`config.mk`:
```
export PLATFORM = sky130hd
export DESIGN_NAME = bidir_shift_engine_flat
export DESIGN_NICKNAME = d
export VERILOG_FILES = /design/src/rtl/bidir_shift_engine_if.sv /design/src/rtl/bidir_shift_engine.sv /design/src/flat_wrapper.sv
export SDC_FILE = /design/constraint.sdc
export NUM_CORES = 1
export LEC_CHECK = 0
export CELL_PAD_IN_SITES_DETAIL_PLACEMENT = 1
export CELL_PAD_IN_SITES_GLOBAL_PLACEMENT = 2
export CORE_MARGIN = 3
export CORE_UTILIZATION = 29
export CTS_CLUSTER_SIZE = 10
export DETAILED_ROUTE_END_ITERATION = 8
export PLACE_DENSITY = 0.83
export SLEW_MARGIN = 20
export SYNTH_ARGS = -nofsm -noshare
export SYNTH_HDL_FRONTEND = slang
export SYNTH_SLANG_ARGS = --single-unit
```
`constraint.sdc`:
```
create_clock -name clk -period 2 [get_ports clk]
set_clock_uncertainty 0.2 [all_clocks]
set_input_delay 0.4 -clock clk [delete_from_list [all_inputs] [get_ports clk]]
set_output_delay 0.4 -clock clk [all_outputs]
set_load 0.01 [all_outputs]
```
`src/rtl/bidir_shift_engine_if.sv`:
```
// Command/data bundle for bidir_shift_engine: the initiator drives commands
// and serial fill bits, the engine returns its register, serial out and handshake.
interface bidir_shift_engine_if #(
    parameter int WIDTH = 8
);
    localparam int AW = $clog2(WIDTH + 1);

    logic             clear;
    logic             en;
    logic             start;
    logic [2:0]       op;
    logic [AW-1:0]    amt;
    logic [WIDTH-1:0] din;
    logic             sin_l;
    logic             sin_r;
    logic [WIDTH-1:0] dout;
    logic             sout;
    logic             busy;
    logic             done;

    modport master (
        output clear, en, start, op, amt, din, sin_l, sin_r,
        input  dout, sout, busy, done
    );

    modport slave (
        input  clear, en, start, op, amt, din, sin_l, sin_r,
        output dout, sout, busy, done
    );
endinterface

```
`src/rtl/bidir_shift_engine.sv`:
```
// Sequential WIDTH-bit shifter: load, logical/arithmetic shift and rotate,
// one bit position per enabled clock, behind a start/busy/done handshake.
module bidir_shift_engine #(
    parameter int WIDTH = 8
) (
    input  logic                 clk,
    input  logic                 rst_n,
    bidir_shift_engine_if.slave  bus
);
    localparam int AW = $clog2(WIDTH + 1);

    typedef enum logic [2:0] {
        OP_LOAD = 3'b000,
        OP_SHL  = 3'b001,
        OP_SHR  = 3'b010,
        OP_SAR  = 3'b011,
        OP_ROL  = 3'b100,
        OP_ROR  = 3'b101
    } op_e;

    typedef enum logic {
        S_IDLE  = 1'b0,
        S_SHIFT = 1'b1
    } state_e;

    state_e           r_state,  w_state_nxt;
    logic [WIDTH-1:0] r_dout,   w_dout_nxt;
    logic             r_sout,   w_sout_nxt;
    logic             r_busy,   w_busy_nxt;
    logic             r_done,   w_done_nxt;
    logic [AW-1:0]    r_count,  w_count_nxt;
    logic [2:0]       r_op,     w_op_nxt;

    logic [WIDTH-1:0] w_step_dout;
    logic             w_step_sout;

    // One step of the latched operation applied to the current register.
    always_comb begin
        w_step_dout = r_dout;
        w_step_sout = r_sout;
        case (r_op)
            OP_SHL: begin
                w_step_sout = r_dout[WIDTH-1];
                w_step_dout = {r_dout[WIDTH-2:0], bus.sin_l};
            end
            OP_SHR: begin
                w_step_sout = r_dout[0];
                w_step_dout = {bus.sin_r, r_dout[WIDTH-1:1]};
            end
            OP_SAR: begin
                w_step_sout = r_dout[0];
                w_step_dout = {r_dout[WIDTH-1], r_dout[WIDTH-1:1]};
            end
            OP_ROL: begin
                w_step_sout = r_dout[WIDTH-1];
                w_step_dout = {r_dout[WIDTH-2:0], r_dout[WIDTH-1]};
            end
            OP_ROR: begin
                w_step_sout = r_dout[0];
                w_step_dout = {r_dout[0], r_dout[WIDTH-1:1]};
            end
            default: ;
        endcase
    end

    always_comb begin
        // NOTE: every output of this block gets a hold default first, so no path can infer a latch.
        w_state_nxt = r_state;
        w_dout_nxt  = r_dout;
        w_sout_nxt  = r_sout;
        w_busy_nxt  = r_busy;
        w_done_nxt  = r_done;
        w_count_nxt = r_count;
        w_op_nxt    = r_op;

        if (bus.clear) begin
            w_state_nxt = S_IDLE;
            w_dout_nxt  = '0;
            w_sout_nxt  = 1'b0;
            w_busy_nxt  = 1'b0;
            w_done_nxt  = 1'b0;
            w_count_nxt = '0;
        end else if (bus.en) begin
            w_done_nxt = 1'b0;
            case (r_state)
                S_IDLE: begin
                    if (bus.start) begin
                        w_op_nxt = bus.op;
                        case (bus.op)
                            OP_LOAD: begin
                                w_dout_nxt = bus.din;
                                w_done_nxt = 1'b1;
                            end
                            OP_SHL, OP_SHR, OP_SAR, OP_ROL, OP_ROR: begin
                                if (bus.amt == '0) begin
                                    w_done_nxt = 1'b1;
                                end else begin
                                    w_count_nxt = bus.amt;
                                    w_busy_nxt  = 1'b1;
                                    w_state_nxt = S_SHIFT;
                                end
                            end
                            default: w_done_nxt = 1'b1;
                        endcase
                    end
                end
                S_SHIFT: begin
                    w_dout_nxt  = w_step_dout;
                    w_sout_nxt  = w_step_sout;
                    w_count_nxt = r_count - AW'(1);
                    // Completing step: the start edge already counted as zero latency.
                    if (r_count == AW'(1)) begin
                        w_busy_nxt  = 1'b0;
                        w_done_nxt  = 1'b1;
                        w_state_nxt = S_IDLE;
                    end
                end
                default: w_state_nxt = S_IDLE;
            endcase
        end
    end

    // NOTE: sequential state uses non-blocking assignments so all registers update together at the edge.
    always_ff @(posedge clk or negedge rst_n) begin
        if (!rst_n) begin
            r_state <= S_IDLE;
            r_dout  <= '0;
            r_sout  <= 1'b0;
            r_busy  <= 1'b0;
            r_done  <= 1'b0;
            r_count <= '0;
            r_op    <= '0;
        end else begin
            r_state <= w_state_nxt;
            r_dout  <= w_dout_nxt;
            r_sout  <= w_sout_nxt;
            r_busy  <= w_busy_nxt;
            r_done  <= w_done_nxt;
            r_count <= w_count_nxt;
            r_op    <= w_op_nxt;
        end
    end

    assign bus.dout = r_dout;
    assign bus.sout = r_sout;
    assign bus.busy = r_busy;
    assign bus.done = r_done;
endmodule

```
`src/flat_wrapper.sv`:
```
// flat-port wrapper written by rule: the top's interface ports become plain ports
module bidir_shift_engine_flat 
#(
    parameter int WIDTH = 8
)
  (clk, rst_n, bus_clear, bus_en, bus_start, bus_op, bus_amt, bus_din, bus_sin_l, bus_sin_r, bus_dout, bus_sout, bus_busy, bus_done);
  bidir_shift_engine_if #(.WIDTH(WIDTH)) bus_i ();
  input  logic clk;
  input  logic rst_n;
  input wire logic [$bits(bus_i.clear)-1:0] bus_clear;
  input wire logic [$bits(bus_i.en)-1:0] bus_en;
  input wire logic [$bits(bus_i.start)-1:0] bus_start;
  input wire logic [$bits(bus_i.op)-1:0] bus_op;
  input wire logic [$bits(bus_i.amt)-1:0] bus_amt;
  input wire logic [$bits(bus_i.din)-1:0] bus_din;
  input wire logic [$bits(bus_i.sin_l)-1:0] bus_sin_l;
  input wire logic [$bits(bus_i.sin_r)-1:0] bus_sin_r;
  output wire logic [$bits(bus_i.dout)-1:0] bus_dout;
  output wire logic [$bits(bus_i.sout)-1:0] bus_sout;
  output wire logic [$bits(bus_i.busy)-1:0] bus_busy;
  output wire logic [$bits(bus_i.done)-1:0] bus_done;
  assign bus_i.clear = bus_clear;
  assign bus_i.en = bus_en;
  assign bus_i.start = bus_start;
  assign bus_i.op = bus_op;
  assign bus_i.amt = bus_amt;
  assign bus_i.din = bus_din;
  assign bus_i.sin_l = bus_sin_l;
  assign bus_i.sin_r = bus_sin_r;
  assign bus_dout = bus_i.dout;
  assign bus_sout = bus_i.sout;
  assign bus_busy = bus_i.busy;
  assign bus_done = bus_i.done;
  bidir_shift_engine #(.WIDTH(WIDTH)) u_core (.clk(clk), .rst_n(rst_n), .bus(bus_i));
endmodule
```
==> Yosys cells after proc, flatten, opt, wreduce, memory -nomap -nowiden <==
Cells that the tools add are included.
{ "word_totals": {"out_inout_bits": 11, "wordCells": 81, "in_bits": 22, "register_bits": 19} }
{ "classes": {"bitwise_logic": 2, "n_reduce_logical": 14, "eq_ne": 19, "muxes": 37, "addsub": 1} }
{ "ops": {"columns": ["cell", "n"], "rows": [
  ["one-hot mux 8 bit (5 select lines)", 1],
  ["two-way mux 8 bit", 4],
  ["two-way mux 1 bit", 21],
  ["two-way mux 4 bit", 5],
  ["!= test 3 bit, second input constant", 6],
  ["one-hot mux 8 bit (2 select lines)", 1],
  ["== test 3 x 2 -> 1 bit, second input constant", 4],
  ["== test 3 bit, second input constant", 4],
  ["AND reduction 4 bit", 3],
  ["AND reduction 5 bit", 2],
  ["one-hot mux 1 bit (2 select lines)", 4],
  ["one-hot mux 4 bit (2 select lines)", 1],
  ["!= test 7 bit, second input constant", 1],
  ["== test 3 x 1 -> 1 bit, second input constant", 2],
  ["!= test 6 bit, second input constant", 1],
  ["OR reduction 5 bit", 1],
  ["== test 4 x 1 -> 1 bit, second input constant", 1],
  ["logical NOT 4 bit", 1],
  ["nonzero test 2 bit", 2],
  ["subtractor 4 x 1 -> 4 bit, second input constant", 1],
  ["logical NOT 3 bit", 1],
  ["AND reduction 3 bit", 1],
  ["nonzero test 3 bit", 1],
  ["OR reduction 3 bit", 1],
  ["2 further kinds", 3]
]} }

==> Logic depth before layout (Yosys ltp) <==
{ "depth": {"depth_word": 7, "ltp_mapped": 5, "mapped_depth_nobuf": 5} }

==> Worst setup path after synthesis <==
OpenSTA, ideal clock, no wires.
{ "synth_timing": {"path_type": "register to register", "startpoint": "reg u_core.r_op[2]", "endpoint": "reg u_core.r_dout[0], in the netlist u_core.bus.dout[0]", "t_required_ps": 1679, "path_slack_ps": 252, "path_buffers": 1, "setup_ps": 121, "stages_incl_launch_ff": 6, "period_less_slack_ps": 1748, "t_arrival_ps": 1427, "path_cell_list": "dfrtp_1 > buf_6 > or3_4 > a32oi_2 > nor3_2 > a22o_2"} }
{ "synth_between": {"elab_chain_len": 5, "word_cells_on_any_way": 11, "cone_classes": "eq/ne (6); mux (4); reduce/logical (1)"} }
{ "synth_rtl": {"columns": ["element", "line", "rtl"], "rows": [
  ["start, declared", "bidir_shift_engine.sv:32", "logic [2:0] r_op, w_op_nxt;"],
  ["start signal, assigned", "bidir_shift_engine.sv:140", "r_op <= w_op_nxt;"],
  ["== test 3 bit (tied with other cells)", "bidir_shift_engine.sv:41", "case (r_op)"],
  ["one-hot mux 8 bit (5 select lines)", "bidir_shift_engine.sv:41", null],
  ["one-hot mux 8 bit (2 select lines)", "bidir_shift_engine.sv:85", "case (r_state)"],
  ["two-way mux 8 bit", "bidir_shift_engine.sv:83", "end else if (bus.en) begin"],
  ["two-way mux 8 bit", "bidir_shift_engine.sv:76", "if (bus.clear) begin"],
  ["end signal, assigned", "bidir_shift_engine.sv:135", "r_dout <= w_dout_nxt;"],
  ["end, declared", "bidir_shift_engine.sv:27", "logic [WIDTH-1:0] r_dout, w_dout_nxt;"]
]} }
Parallel ways exist; a longest one is shown, timed or not. The select of a mux whose other input is x is not followed.
A chain may end at the register's enable or synchronous reset.

==> Worst setup path in the final report <==
{ "layout_timing": {"startpoint": "in bus_amt[2]", "endpoint": "reg u_core.r_count[3]"} }
{ "layout_between": {"elab_chain_len": 3} }
{ "layout_rtl": {"columns": ["element", "line", "rtl"], "rows": [
  ["start, declared", "flat_wrapper.sv:14", "input wire logic [$bits(bus_i.amt)-1:0] bus_amt;"],
  ["logical NOT 4 bit", "bidir_shift_engine.sv:95", "if (bus.amt == '0) begin"],
  ["!= test 3 bit (no source line)", null, null],
  ["AND reduction 4 bit (no source line)", null, null],
  ["end signal, assigned", "bidir_shift_engine.sv:139", "r_count <= w_count_nxt;"],
  ["end, declared", "bidir_shift_engine.sv:31", "logic [AW-1:0] r_count, w_count_nxt;"]
]} }
Every way passes these cells.

==> impl_metrics.py <==
metrics = {
    "power_and_ir_drop": {
        "power_frac_clock": 0.244,
        "power.sequential.fraction": 0.396,
        "max-vdd-ir-drop_mv": 0.286,
        "power_density_nw_per_um2": 629,
        "power.combinational.fraction": 0.359,
        "intPower_uw": 767,
        "total_power_consumption_of_the_routed_design_mw": 1.14,
        "power_switching_share": 0.329,
        "switching_power_uw": 376,
        "p_leak_nw": 0.780,
    },
    "place": {
        "detailed_place_hpwl_um": 3080,
        "port_buffers": 32,
        "routabilityCongestion": 0.814,
    },
    "worst_setup_path": {
        "cp-endpoint": "u_core.r_count[3]",
        "crit-reg2reg-launch": "u_core.r_op[1]",
        "setup.worst_path.class": "in2reg",
        "critPathLaunchType": "input pin",
        "worstPathMaxFanout": 5,
        "worstSetupEndpointType": "register",
        "r2r_setup_slack_ps": 230,
        "reg2regPathDepth": 5,
        "worst_setup_path_startpoint": "bus_amt[2]",
        "worst-endpoint-required_ps": 1950,
        "r2r_end": "u_core.bus.sout",
        "worst_ep_arrival_ps": 1860,
    },
    "global_route": {
        "largest_net_degree_at_the_start_of_global_routing": 23,
        "antenna_found_initial": 0,
        "first_global_vias": 1453,
        "global_route.overflow_total": 0,
        "global_route_wire_length_before_repair_um": 7130,
        "grt_util_all_layers": 0.168,
    },
    "route": {
        "drc": 0,
        "final_routed_wirelength_across_all_metal_layers_um": 4110,
        "drtPass1Iterations": 3,
        "post_drt_wl_per_cell_um": 17.5,
        "drt.antenna.violating_nets": 0,
        "drt-vias-per-instance": 5.43,
        "detailroute.via_count": 1277,
        "drt-initial-drc-count": 48,
    },
    "final_layout": {
        "final_nets": 210,
        "layout-drive-gt1-share": 0.195,
        "diodes": 0,
        "area_delta_synth_final_pct": 39.5,
    },
    "logic_synthesis": {
        "synth-edff-count": 0,
        "complex_gate_fraction_of_the_synthesized_area": 0.278,
        "post_synth_num_cell_types": 46,
        "commonest_cells_in_the_synthesized_netlist": "sky130_fd_sc_hd__dfrtp_1 (19), sky130_fd_sc_hd__nor2_1 (10), sky130_fd_sc_hd__nand2_1 (9)",
        "average_footprint_of_a_synthesized_cell_um2": 9.24,
        "synth_largest_type_area_fraction": 0.365,
        "post_synth_xor_area_fraction": 0,
        "synth_mux_area_frac": 0.0557,
        "biggest_area_consumer_among_synthesized_cells": "sky130_fd_sc_hd__dfrtp_1",
        "synth_top_family_by_area": "compound AO/OA/AOI/OAI gates",
        "seq_area_frac_synth": 0.365,
        "synth_area_leaders": "sky130_fd_sc_hd__dfrtp_1 (37%), sky130_fd_sc_hd__a22o_2 (4.6%), sky130_fd_sc_hd__a31oi_1 (3.8%)",
        "syn-cell-area_um2": 1300,
        "synthesis.instances": 141,
        "yosys.area_share.adder": 0.0192,
        "yosys_reg_bits": 19,
        "synthesis.yosys.warnings": 0,
        "yosys_most_used_dff": "sky130_fd_sc_hd__dfrtp_1",
        "synth.most_common_cell": "sky130_fd_sc_hd__dfrtp_1",
        "synthesis.nets": 165,
        "share_of_synthesized_cell_area_in_and_or_nand_and_nor_gates": 0.230,
        "synth-async-reset-ratio": 1.00,
    },
    "die": {
        "floorplan.rows": 23,
        "top_level_i_o_count": 33,
        "die_outline_width_um": 73.0,
        "die_area_um2": 5330,
        "placeableCoreArea_um2": 4170,
        "die-height_um": 73.0,
        "initial_utilization": 0.312,
    },
    "sta": {
        "fin_crit_ps": 1910,
        "final_min_period_over_clock_period": 0.955,
        "timing.final.setup_violations": 0,
        "report.final.slew_viol_count": 0,
        "least_margin_pin_slew_ps": 378,
        "setup-tns-final_ps": 0,
        "max_freq_ghz": 0.524,
        "max-slew-margin-rel": 0.748,
        "setup_repair_after_global_routing_missed_its_margin": "no",
        "final-hold-violation-count": 0,
    },
    "run": {
        "maximum_capacitance_violations": 0,
    },
    "cts": {
        "clock-root-buffer": "sky130_fd_sc_hd__clkbuf_8",
        "clock_tree_from_tritoncts": "done",
        "cts.sinks": 19,
        "clk_pin_slew_ps": 70,
        "num_cts_buffers": 3,
        "clock_tree.htree_level_count": 1,
        "insertion_delay_ps": 260,
        "hold_buffers": 0,
        "cts.path.max_buffers": 2,
    },
    "worst_hold_path": {
        "hold_path.class": "in2async",
    },
    "run_status": {
        "run_status": "complete, no violations",
    },
}
## stage by stage
step	setup slack, ps	utilization	instances	instance area, um2	hold slack (ps)
after floorplan	252	-	141	1300	-95.6
after global placement	-214	0.422	231	1760	301
after detailed placement	-280	0.422	231	1760	332
after CTS	37.3	0.434	235	1810	303
after global routing	7.81	0.435	235	1820	308
final	90.1	0.435	235	1820	289
## flip-flops by register name, indices dropped and copies added, names as in the netlist
signal           cells
u_core.r_state       1
u_core.bus.sout      1
u_core.bus.busy      1
u_core.r_count       4
u_core.bus.dout      8
u_core.bus.done      1
u_core.r_op          3
## power groups by stage
stage / sequential, mW / clock (mW) / combinational (mW)
floorplan: 0.459 / 0 / 0.238
detailed placement: 0.460 / 0 / 0.410
global placement: 0.457 / 0 / 0.397
finish: 0.453 / 0.279 / 0.411
global route: 0.460 / 0.310 / 0.457
CTS: 0.453 / 0.283 / 0.414
## placed cells by master, fill, tap and decap left out, types with 2 or more instances in the layout
master	instances
sky130_fd_sc_hd__a211o_1	3
sky130_fd_sc_hd__a21oi_1	3
sky130_fd_sc_hd__a22o_2	6
sky130_fd_sc_hd__a22oi_1	3
sky130_fd_sc_hd__a311oi_1	3
sky130_fd_sc_hd__a31oi_1	8
sky130_fd_sc_hd__and3_1	2
sky130_fd_sc_hd__buf_4	17
sky130_fd_sc_hd__clkbuf_8	3
sky130_fd_sc_hd__clkdlybuf4s50_1	32
sky130_fd_sc_hd__dfrtp_1	19
sky130_fd_sc_hd__ha_1	2
sky130_fd_sc_hd__inv_1	5
sky130_fd_sc_hd__mux2_2	2
sky130_fd_sc_hd__mux2i_1	5
sky130_fd_sc_hd__nand2_1	9
sky130_fd_sc_hd__nand2b_1	2
sky130_fd_sc_hd__nand3_1	6
sky130_fd_sc_hd__nand3b_1	3
sky130_fd_sc_hd__nor2_1	10
sky130_fd_sc_hd__nor2b_1	5
sky130_fd_sc_hd__nor3_1	2
sky130_fd_sc_hd__nor3b_1	2
sky130_fd_sc_hd__o211ai_1	2
sky130_fd_sc_hd__o21ai_0	8
sky130_fd_sc_hd__o22ai_1	2
sky130_fd_sc_hd__or3_1	3
## logic make-up (layout without fill, tap and decap cells)
logic type	after synthesis	count (layout)
multiplexers	7	7
adder cells (fa/ha/maj)	2	2
buffers and inverters	14	58
AND/OR/NAND/NOR	52	52
AO/OA/AOI/OAI	47	47
flip-flops	19	19
## worst max-delay path: stages
cell                              delay [ps]
sky130_fd_sc_hd__clkdlybuf4s50_1         420
sky130_fd_sc_hd__or4_4                   570
sky130_fd_sc_hd__nand3_2                 130
sky130_fd_sc_hd__a22oi_1                 100
sky130_fd_sc_hd__a211o_1                 230
## repair_timing
action                                  4_1_cts  5_1_grt
endpoints found under the setup margin        1        8
gates cloned                                  0        0
hold endpoints to repair                      0        0
pin swaps                                     0        0
gates resized for setup                       1        2
setup buffers                                 0        0
## worst min path at each step
| stage | startpoint | endpoint | slack [ps] | depth (start not counted) |
|---|---|---|---|---|
| global placement | u_core.bus.busy | u_core.bus.busy | 300 | 1 |
| detailed placement | u_core.r_count[3] | u_core.r_count[3] | 330 | 1 |
| floorplan | rst_n | u_core.bus.busy | -100 | 0 |
| finish | rst_n | u_core.r_count[0] | 290 | 2 |
| CTS | rst_n | u_core.bus.done | 300 | 2 |
| global route | rst_n | u_core.bus.done | 310 | 2 |
## area by class of cell
type,count,area (um2)
multi-input cells,108,767
inverters,5,18.8
repair buffers,49,448
clock buffers,4,45.0
fillers,500,2360
flip-flops and latches,19,475
well taps,50,62.6
## routing by layer
metal	global-route usage	vias to the layer above	wire length, um
met5	0	-	0
met4	0.0246	0	10
met3	0.0317	2	175
met2	0.283	26	1950
met1	0.228	628	1970
li1	-	621	-
(Power assumes the default switching activity.)
